[src/rtl/clock_pkg.sv]
// clock_pkg: shared state/field encodings and time-field limits for the clock setting controller.
package clock_pkg;
   localparam int HOUR_W = 5;
   localparam int MIN_W  = 6;
   localparam int SEC_W  = 6;
   localparam logic [HOUR_W-1:0] HOUR_MAX = 5'd23;
   localparam logic [MIN_W-1:0]  MIN_MAX  = 6'd59;
   localparam logic [SEC_W-1:0]  SEC_MAX  = 6'd59;
   typedef enum logic [2:0] {IDLE, RUN, EDIT_HR, EDIT_MIN, EDIT_SEC} state_t;
   typedef enum logic [1:0] {SEL_NONE, SEL_HOUR, SEL_MIN, SEL_SEC} sel_t;
endpackage

[src/rtl/btn_debounce.sv]
// btn_debounce: 2-flop synchronizer, stability debounce and rise pulse with optional auto-repeat.
module btn_debounce #(
   parameter int DEBOUNCE_CYC = 1_000_000,
   parameter int REPEAT_CYC   = 25_000_000,
   parameter bit REPEAT_EN    = 1'b0
) (
   input  logic clk,
   input  logic rst,
   input  logic btn_i,
   output logic pulse_o
);
   localparam int DW = $clog2(DEBOUNCE_CYC + 1);
   localparam int RW = $clog2(REPEAT_CYC + 1);
   logic          s1_q, s2_q, lvl_q, armed_q;
   logic [1:0]    warm_q;
   logic [DW-1:0] cnt_q;
   logic [RW-1:0] rep_q;
   logic          accept, rep_fire;
   assign accept   = (s2_q != lvl_q) && (cnt_q == DW'(DEBOUNCE_CYC));
   assign rep_fire = REPEAT_EN && lvl_q && (rep_q == RW'(REPEAT_CYC - 1));
   // armed only once a released level has been seen after reset, so a button held through reset is ignored
   always_ff @(posedge clk or posedge rst)
      if (rst) begin
         s1_q    <= 1'b0;
         s2_q    <= 1'b0;
         lvl_q   <= 1'b0;
         armed_q <= 1'b0;
         warm_q  <= 2'd0;
         cnt_q   <= '0;
         rep_q   <= '0;
         pulse_o <= 1'b0;
      end else begin
         s1_q    <= btn_i;
         s2_q    <= s1_q;
         warm_q  <= (warm_q == 2'd2) ? warm_q : warm_q + 2'd1;
         armed_q <= armed_q | (warm_q == 2'd2 && !s2_q);
         cnt_q   <= (s2_q == lvl_q || accept) ? '0 : cnt_q + DW'(1);
         lvl_q   <= lvl_q ^ accept;
         rep_q   <= (!lvl_q || rep_fire) ? '0 : rep_q + RW'(1);
         pulse_o <= armed_q && ((accept && s2_q) || rep_fire);
      end
endmodule

[src/rtl/clock_set_ctrl.sv]
// clock_set_ctrl: three-button run/stop and time-setting controller driving a Clock block.
module clock_set_ctrl
   import clock_pkg::*;
#(
   parameter int CLK_FRQ      = 100_000_000,
   parameter int DEBOUNCE_CYC = 1_000_000,
   parameter int REPEAT_CYC   = 25_000_000
) (
   input  logic              clk,
   input  logic              rst,
   input  logic              btn_mode,
   input  logic              btn_next,
   input  logic              btn_inc,
   input  logic [HOUR_W-1:0] cur_hour,
   input  logic [MIN_W-1:0]  cur_minute,
   input  logic [SEC_W-1:0]  cur_sec,
   output logic              start,
   output logic              stop,
   output logic              edit,
   output logic [HOUR_W-1:0] e_hour,
   output logic [MIN_W-1:0]  e_minute,
   output logic [SEC_W-1:0]  e_sec,
   output logic [1:0]        sel_field,
   output logic              blink
);
   localparam int HALF = CLK_FRQ / 2;
   localparam int BW   = $clog2(HALF + 1);
   logic          mode_p, next_p, inc_p, edit_d, inc_ok, load, bwrap;
   state_t        state_q, state_d;
   logic [BW-1:0] bcnt_q;
   btn_debounce #(.DEBOUNCE_CYC(DEBOUNCE_CYC), .REPEAT_CYC(REPEAT_CYC), .REPEAT_EN(1'b0))
      u_mode (.clk, .rst, .btn_i(btn_mode), .pulse_o(mode_p));
   btn_debounce #(.DEBOUNCE_CYC(DEBOUNCE_CYC), .REPEAT_CYC(REPEAT_CYC), .REPEAT_EN(1'b0))
      u_next (.clk, .rst, .btn_i(btn_next), .pulse_o(next_p));
   btn_debounce #(.DEBOUNCE_CYC(DEBOUNCE_CYC), .REPEAT_CYC(REPEAT_CYC), .REPEAT_EN(1'b1))
      u_inc (.clk, .rst, .btn_i(btn_inc), .pulse_o(inc_p));
   always_comb begin
      state_d = state_q;
      if (mode_p) state_d = (state_q == IDLE) ? RUN : IDLE;
      else if (next_p)
         state_d = (state_q == IDLE || state_q == RUN) ? EDIT_HR :
                   (state_q == EDIT_HR)  ? EDIT_MIN :
                   (state_q == EDIT_MIN) ? EDIT_SEC : IDLE;
   end
   assign edit_d = state_d inside {EDIT_HR, EDIT_MIN, EDIT_SEC};
   assign inc_ok = inc_p && !mode_p && !next_p;
   assign load   = next_p && !mode_p && (state_q == IDLE || state_q == RUN);
   assign bwrap  = bcnt_q == BW'(HALF - 1);
   always_ff @(posedge clk or posedge rst)
      if (rst) begin
         state_q   <= IDLE;
         start     <= 1'b0;
         stop      <= 1'b0;
         edit      <= 1'b0;
         sel_field <= SEL_NONE;
         e_hour    <= '0;
         e_minute  <= '0;
         e_sec     <= '0;
         bcnt_q    <= '0;
         blink     <= 1'b0;
      end else begin
         state_q   <= state_d;
         start     <= state_q == IDLE && state_d == RUN;
         stop      <= state_q == RUN && state_d != RUN;
         edit      <= edit_d;
         sel_field <= (state_d == EDIT_HR)  ? SEL_HOUR :
                      (state_d == EDIT_MIN) ? SEL_MIN  :
                      (state_d == EDIT_SEC) ? SEL_SEC  : SEL_NONE;
         // out-of-range live values load as zero so the shadow never exceeds its limit
         if (load) begin
            e_hour   <= (cur_hour   > HOUR_MAX) ? '0 : cur_hour;
            e_minute <= (cur_minute > MIN_MAX)  ? '0 : cur_minute;
            e_sec    <= (cur_sec    > SEC_MAX)  ? '0 : cur_sec;
         end
         if (inc_ok && state_q == EDIT_HR)  e_hour   <= (e_hour   >= HOUR_MAX) ? '0 : e_hour + HOUR_W'(1);
         if (inc_ok && state_q == EDIT_MIN) e_minute <= (e_minute >= MIN_MAX)  ? '0 : e_minute + MIN_W'(1);
         if (inc_ok && state_q == EDIT_SEC) e_sec    <= (e_sec    >= SEC_MAX)  ? '0 : e_sec + SEC_W'(1);
         bcnt_q    <= (!edit_d || state_d != state_q || bwrap) ? '0 : bcnt_q + BW'(1);
         blink     <= edit_d && state_d == state_q && (blink ^ bwrap);
      end
endmodule

[config.mk]
export PLATFORM = sky130hd
export DESIGN_NAME = clock_set_ctrl
export DESIGN_NICKNAME = d
export VERILOG_FILES = /design/src/rtl/clock_pkg.sv /design/src/rtl/btn_debounce.sv /design/src/rtl/clock_set_ctrl.sv
export SDC_FILE = /design/constraint.sdc
export NUM_CORES = 1
export LEC_CHECK = 0
export CAP_MARGIN = 30
export CORE_UTILIZATION = 54
export DETAILED_ROUTE_END_ITERATION = 7
export GPL_ROUTABILITY_DRIVEN = 0
export HOLD_SLACK_MARGIN = 0.15
export PLACE_DENSITY = 0.8
export SLEW_MARGIN = 15
export SYNTH_ARGS = -nofsm -noshare
export SYNTH_HDL_FRONTEND = slang
export SYNTH_SLANG_ARGS = --single-unit
[constraint.sdc]
create_clock -name clk -period 4.8 [get_ports clk]
set_input_delay 0.96 -clock clk [delete_from_list [all_inputs] [get_ports clk]]
set_output_delay 0.96 -clock clk [all_outputs]
set_load 0.1 [all_outputs]
## Word level (Yosys, flattened, before mapping)

Index checks and enable logic that the tools add are counted.

| storage, ports and cells | value |
|---|---|
| register bits | 158 |
| input bits | 22 |
| output and inout bits | 23 |
| logic and storage cells | 151 |

| cells by class | value |
|---|---|
| add/subtract/negate cells | 11 |
| magnitude comparators | 6 |
| equality and inequality tests | 25 |
| mux-type cells | 26 |
| bitwise gates (word level) | 7 |
| reduce and logical (&&, ||, !) cells | 44 |

Operators by type and width:

| cell | count |
|---|---|
| adder 20 x 1 -> 20 bit, second input constant | 3 |
| equality test 20 bit, second input constant | 3 |
| 2-to-1 mux 20 bit | 3 |
| 2-to-1 mux 6 bit | 8 |
| adder 26 x 1 -> 26 bit, second input constant | 1 |
| equality test 26 bit, second input constant | 1 |
| 2-to-1 mux 26 bit | 1 |
| adder 25 x 1 -> 25 bit, second input constant | 1 |
| equality test 25 bit, second input constant | 1 |
| 2-to-1 mux 25 bit | 1 |
| logical AND 1 bit | 24 |
| 2-to-1 mux 5 bit | 4 |
| 2-to-1 mux 3 bit | 5 |
| adder 6 x 1 -> 6 bit, second input constant | 2 |
| equality test 3 x 2 -> 1 bit, second input constant | 4 |
| >= comparator 6 bit, second input constant | 2 |
| greater-than comparator 6 bit, second input constant | 2 |
| logical OR 1 bit | 8 |
| zero test 1 bit | 7 |
| adder 2 x 1 -> 2 bit, second input constant | 3 |
| equality test 2 bit, second input constant | 3 |
| equality test 3 x 1 -> 1 bit, second input constant | 2 |
| equality test 3 bit, second input constant | 2 |
| 2-to-1 mux 2 bit | 3 |
| 14 further kinds | 25 |

## Logic depth before layout (Yosys ltp)

| depth | value |
|---|---|
| depth after elaboration | 12 |
| gate-level depth with buffers | 7 |

## Hierarchy

A second synthesis with hierarchy kept.

| second synthesis, totals | value |
|---|---|
| cell total of the unflattened synthesis | 844 |
| area, all modules | 8,365.5 µm² |

Modules (own cells, without submodules):

| module | times used | cells an instance | area each (µm²) |
|---|---|---|---|
| clock_set_ctrl | 1 | 319 | 3,118.0 |
| btn_debounce at u_mode ... | 2 | 131 | 1,337.5 |
| btn_debounce at u_inc | 1 | 263 | 2,572.5 |

## Worst setup path after synthesis

OpenSTA, ideal clock, no wires.

| path | value |
|---|---|
| kind | reg2reg |
| from | reg e_sec[1] |
| to | reg e_sec[0] |
| setup time | 132 ps |
| arrival time | 2,082 ps |
| required time | 4,668 ps |
| setup slack | 2,586 ps |
| cell stages (with the launch flop) | 7 |
| clock period less this slack | 2,214 ps |
| cells stage by stage | dfrtp_1 > ha_1 > o2111ai_1 > and3_1 > clkbuf_1 > a221oi_1 > a21oi_1 |

| between the ends | value |
|---|---|
| word-level cells in the longest chain between the ends | 3 |

RTL lines:

| item | RTL line | source |
|---|---|---|
| start: declaration | clock_set_ctrl.sv:22 | `output logic [SEC_W-1:0] e_sec,` |
| start signal: assignment | clock_set_ctrl.sv:73 | `e_sec <= (cur_sec > SEC_MAX) ? '0 : cur_sec;` |
| start signal: assignment | clock_set_ctrl.sv:77 | `if (inc_ok && state_q == EDIT_SEC) e_sec <= (e_sec >= SEC_MAX) ? '0 : e_sec + SEC_W'(1);` |
| >= comparator 6 bit | clock_set_ctrl.sv:77 |  |
| 2-to-1 mux 6 bit (2 in a row) | clock_set_ctrl.sv:77 |  |

No other way between the ends.
A chain may end at the register's enable or synchronous reset.

## Final worst setup path

| path | value |
|---|---|
| from | reg e_minute[2] |
| to | out e_minute[2] |

RTL lines:

| item | RTL line | source |
|---|---|---|
| start: declaration | clock_set_ctrl.sv:21 | `output logic [MIN_W-1:0] e_minute,` |
| start signal: assignment | clock_set_ctrl.sv:72 | `e_minute <= (cur_minute > MIN_MAX) ? '0 : cur_minute;` |
| start signal: assignment | clock_set_ctrl.sv:76 | `if (inc_ok && state_q == EDIT_MIN) e_minute <= (e_minute >= MIN_MAX) ? '0 : e_minute + MIN_W'(1);` |

No word-level cell between the ends.

==> out/results.ini <==
[run_status]
run_status = finished, final reports clean

[timing]
post-route-worst-setup-slack_ns = 1.80
tightestPinTransition_ns = 1.00
grt_setup_unrepaired = no
max_frequency_mhz = 334
slew-limit-headroom_pct = 32.9
min_period_over_period_pct = 62.5
worst_clock_skew_ns = 0.00650
maxSlewViolCount = 0
fin_setup_tns_ns = 0
min_period_ns = 3.00
final-setup-viol-count = 0
finalHoldViolCount = 0

[synth]
yosys_warnings = 0
post_synthesis_net_count = 867
synth-seq-cells = 158
synth_sequential_area_ratio_pct = 49.2
ys_async_sr_fraction_pct = 100
syn-cell-area_um2 = 8040
synth.avg_cell_area_um2 = 9.67
synth_flop_cell = sky130_fd_sc_hd__dfrtp_1
synth-edff-count = 0
gate_count_post_synth = 831
synth.lib_cells_used.distinct = 63

[setup_path]
crit_path_cell_trace = clkdlybuf4s50_1
worst_path_largest_cell_delay_ns = 1.17
slowest_stage = sky130_fd_sc_hd__clkdlybuf4s50_1
worstSetupPathDepth = 1
timing.reg2reg.setup_slack_ns = 2.32
timing.critical_path.required_ns = 3.84
critical_path_peak_fanout = 7
cpLargestDelayFamily = buffers and inverters
rr_worst_depth = 6
start_kind = flip-flop
worstPathBufferInverterCount = 1
endpoint_kind = output pin
crit_arrival_ns = 2.04
rr_startpoint = bcnt_q[0]
r2r-end = bcnt_q[5]
timing.setup.critical_path_class = reg2out

[clocking]
cts_buffer_depth = 2
cts-buffers-inserted = 17
cts_hold_buffers = 0
clock_sinks = 158
h_tree_depth_reported_by_cts = 4
clk_latency_ns = 0.42
clock_tree.root_cell = sky130_fd_sc_hd__clkbuf_16
tritoncts = built
post_cts_setup_buffer_count = 0
clk_pin_slew_ns = 0.06
ctsResizeCount = 0

[power_and_ir_drop]
total_power_mw = 2.80
power_frac_comb_pct = 2.9
cell_internal_pwr_mw = 2.21
pwr-share-clk_pct = 48.8
peakVddDrop_v = 0.000274
switching_share_pct = 20.9
power.static_leakage_nw = 3.71
power-per-cell-area_nw_per_um2 = 302
p_sw_mw = 0.585
seq_power_share_pct = 48.3

[grt]
grt_remaining_overflow = 0
track_usage_pct = 21.4
grt_first_pass_wirelength_um = 26000
antenna_violations_before_repair = 0
grt_pass1_vias = 5765
grt_start_max_net_pins = 159

[finish]
final_net_count = 910
sequential_cell_area_um2 = 3950
antenna_cells_inserted = 0
fill_cells = 1198
postLayoutCoreUtil_pct = 63.8
drive_above_1_share_pct = 6.31
area_growth_pct = 15.3
multi_input_comb_area_um2 = 3820

[run]
cap_viol_max_count = 0

[die]
floorplan.initialDensity_pct = 55.3
die_w_um = 124
die_area_um2 = 15400
placement_rows = 44
core_region_area_um2 = 14500
io_pins = 45
chipHeight_um = 124

[drt]
drt_first_pass_iters = 4
avg_wl_per_cell_um = 14.4
vias_per_cell = 5.88
routed_wl_um = 15400
first_iter_violations = 430
drt_drc_violations_left = 0
via_count = 6293
number_of_nets_still_failing_antenna_checks_after_routing = 0

[min_path]
worstHoldPathType = reg2reg
startpoint_of_the_most_critical_hold_path = u_inc.s1_q
hold_path_stages = 0
timing.hold.worst_endpoint = u_inc.s2_q

[place]
pre_cts_ws_ns = 2.25
detailed_place_hpwl_um = 10200
buffer_ports.inserted = 44

## kinds of logic after synthesis
family,after synthesis,synth area share (%)
buffers and inverters,68,3.36
multiplexers,5,0.638
flip-flops,158,49.2
adder cells (fa/ha/maj),14,2.18
AND/OR/NAND/NOR,360,25.1
XOR/XNOR,64,6.97
AO/OA/AOI/OAI,162,12.5
## per-stage QoR
step,instances,area (um2),hold WS (ns)
3_5_place_dp,1039,8670,0.336
3_3_place_gp,1038,8660,0.333
6_report,1071,9270,0.347
2_1_floorplan,831,8040,0.331
4_1_cts,1071,9270,0.348
5_1_grt,1071,9270,0.360
## how the worst max path moves through the flow
| stage | slack [ns] | endpoint | start |
|---|---|---|---|
| after floorplan | 1.84 | async pin | rst |
| after global placement | 2.26 | e_minute[2] | e_minute[2] |
| after detailed placement | 2.25 | e_minute[2] | e_minute[2] |
| after CTS | 1.79 | e_minute[2] | e_minute[2] |
| final | 1.80 | e_minute[2] | e_minute[2] |
| after global routing | 1.75 | e_minute[2] | e_minute[2] |
## routing by layer
metal	routed length [um]	share of wire (%)	vias up	GRT usage [%]
met5	0	0	-	0
met1	7330	48	3024	28.5
met3	613	4.0	21	4.53
li1	-	-	3125	-
met2	7240	47	123	34.7
met4	183	1.2	0	6.92
## state kept, by name, summed over array words and instances, names as in the netlist, 2 cells and up, named ones only
name           cells
u_inc.rep_q       25
e_hour             5
u_next.warm_q      2
u_mode.warm_q      2
bcnt_q            26
sel_field          2
u_mode.cnt_q      20
u_inc.cnt_q       20
u_inc.warm_q       2
state_q            3
e_sec              6
e_minute           6
u_next.cnt_q      20
## worst reg2reg max path, stage by stage (launching register included)
cell and delay, ns:
sky130_fd_sc_hd__dfrtp_1 0.41, sky130_fd_sc_hd__ha_1 0.20, sky130_fd_sc_hd__and3_1 0.37, sky130_fd_sc_hd__nand4_1 0.22, sky130_fd_sc_hd__o31ai_2 0.77, sky130_fd_sc_hd__buf_4 0.34, sky130_fd_sc_hd__nor2_1 0.07
## cells in the final DEF, fill, tap and decap left out, types with 11 or more instances in the layout
master | Yosys | final
sky130_fd_sc_hd__dfrtp_1 | 158 | 158
sky130_fd_sc_hd__nor2_1 | 74 | 74
sky130_fd_sc_hd__a21oi_1 | 57 | 57
sky130_fd_sc_hd__nand3_1 | 52 | 52
sky130_fd_sc_hd__nand2_1 | 49 | 49
sky130_fd_sc_hd__clkdlybuf4s50_1 | 0 | 44
sky130_fd_sc_hd__inv_1 | 42 | 41
sky130_fd_sc_hd__xor2_1 | 39 | 39
sky130_fd_sc_hd__o21ai_0 | 37 | 37
sky130_fd_sc_hd__nand4_1 | 30 | 30
sky130_fd_sc_hd__or3_1 | 28 | 28
sky130_fd_sc_hd__xnor2_1 | 25 | 25
sky130_fd_sc_hd__and3_1 | 21 | 21
sky130_fd_sc_hd__or4_1 | 20 | 20
sky130_fd_sc_hd__o31ai_1 | 19 | 18
sky130_fd_sc_hd__clkbuf_16 | 0 | 17
sky130_fd_sc_hd__ha_1 | 14 | 14
sky130_fd_sc_hd__and4_1 | 12 | 12
sky130_fd_sc_hd__nor3_1 | 11 | 11
## cells in the mapped netlist, types with 19 or more instances
master | n | area share (%)
sky130_fd_sc_hd__o31ai_1 | 19 | 1.8
sky130_fd_sc_hd__dfrtp_1 | 158 | 49
sky130_fd_sc_hd__or4_1 | 20 | 1.9
sky130_fd_sc_hd__or3_1 | 28 | 2.2
sky130_fd_sc_hd__nor2_1 | 74 | 3.5
sky130_fd_sc_hd__and3_1 | 21 | 1.6
sky130_fd_sc_hd__nand2_1 | 49 | 2.3
sky130_fd_sc_hd__o21ai_0 | 37 | 2.3
sky130_fd_sc_hd__nand4_1 | 30 | 2.3
sky130_fd_sc_hd__a21oi_1 | 57 | 3.5
sky130_fd_sc_hd__nand3_1 | 52 | 3.2
sky130_fd_sc_hd__xor2_1 | 39 | 4.2
sky130_fd_sc_hd__inv_1 | 42 | 2.0
sky130_fd_sc_hd__xnor2_1 | 25 | 2.7
## cell type report
cell class              instances  area share [%]
repair buffers                 50            5.35
well taps                     184            2.48
clock inverters                11            1.51
inverters                      42            1.74
multi-input cells             605            41.3
flip-flops and latches        158            42.7
clock buffers                  21            4.97
## power by group through the flow
stage | combinational (mW) | sequential [mW] | clock (mW)
finish | 0.0816 | 1.35 | 1.36
detailed placement | 0.0838 | 1.38 | 0
global placement | 0.0829 | 1.38 | 0
floorplan | 0.0491 | 1.37 | 0
CTS | 0.0844 | 1.35 | 1.39
global route | 0.0938 | 1.35 | 1.45
Power figures use the tool's default switching activity.
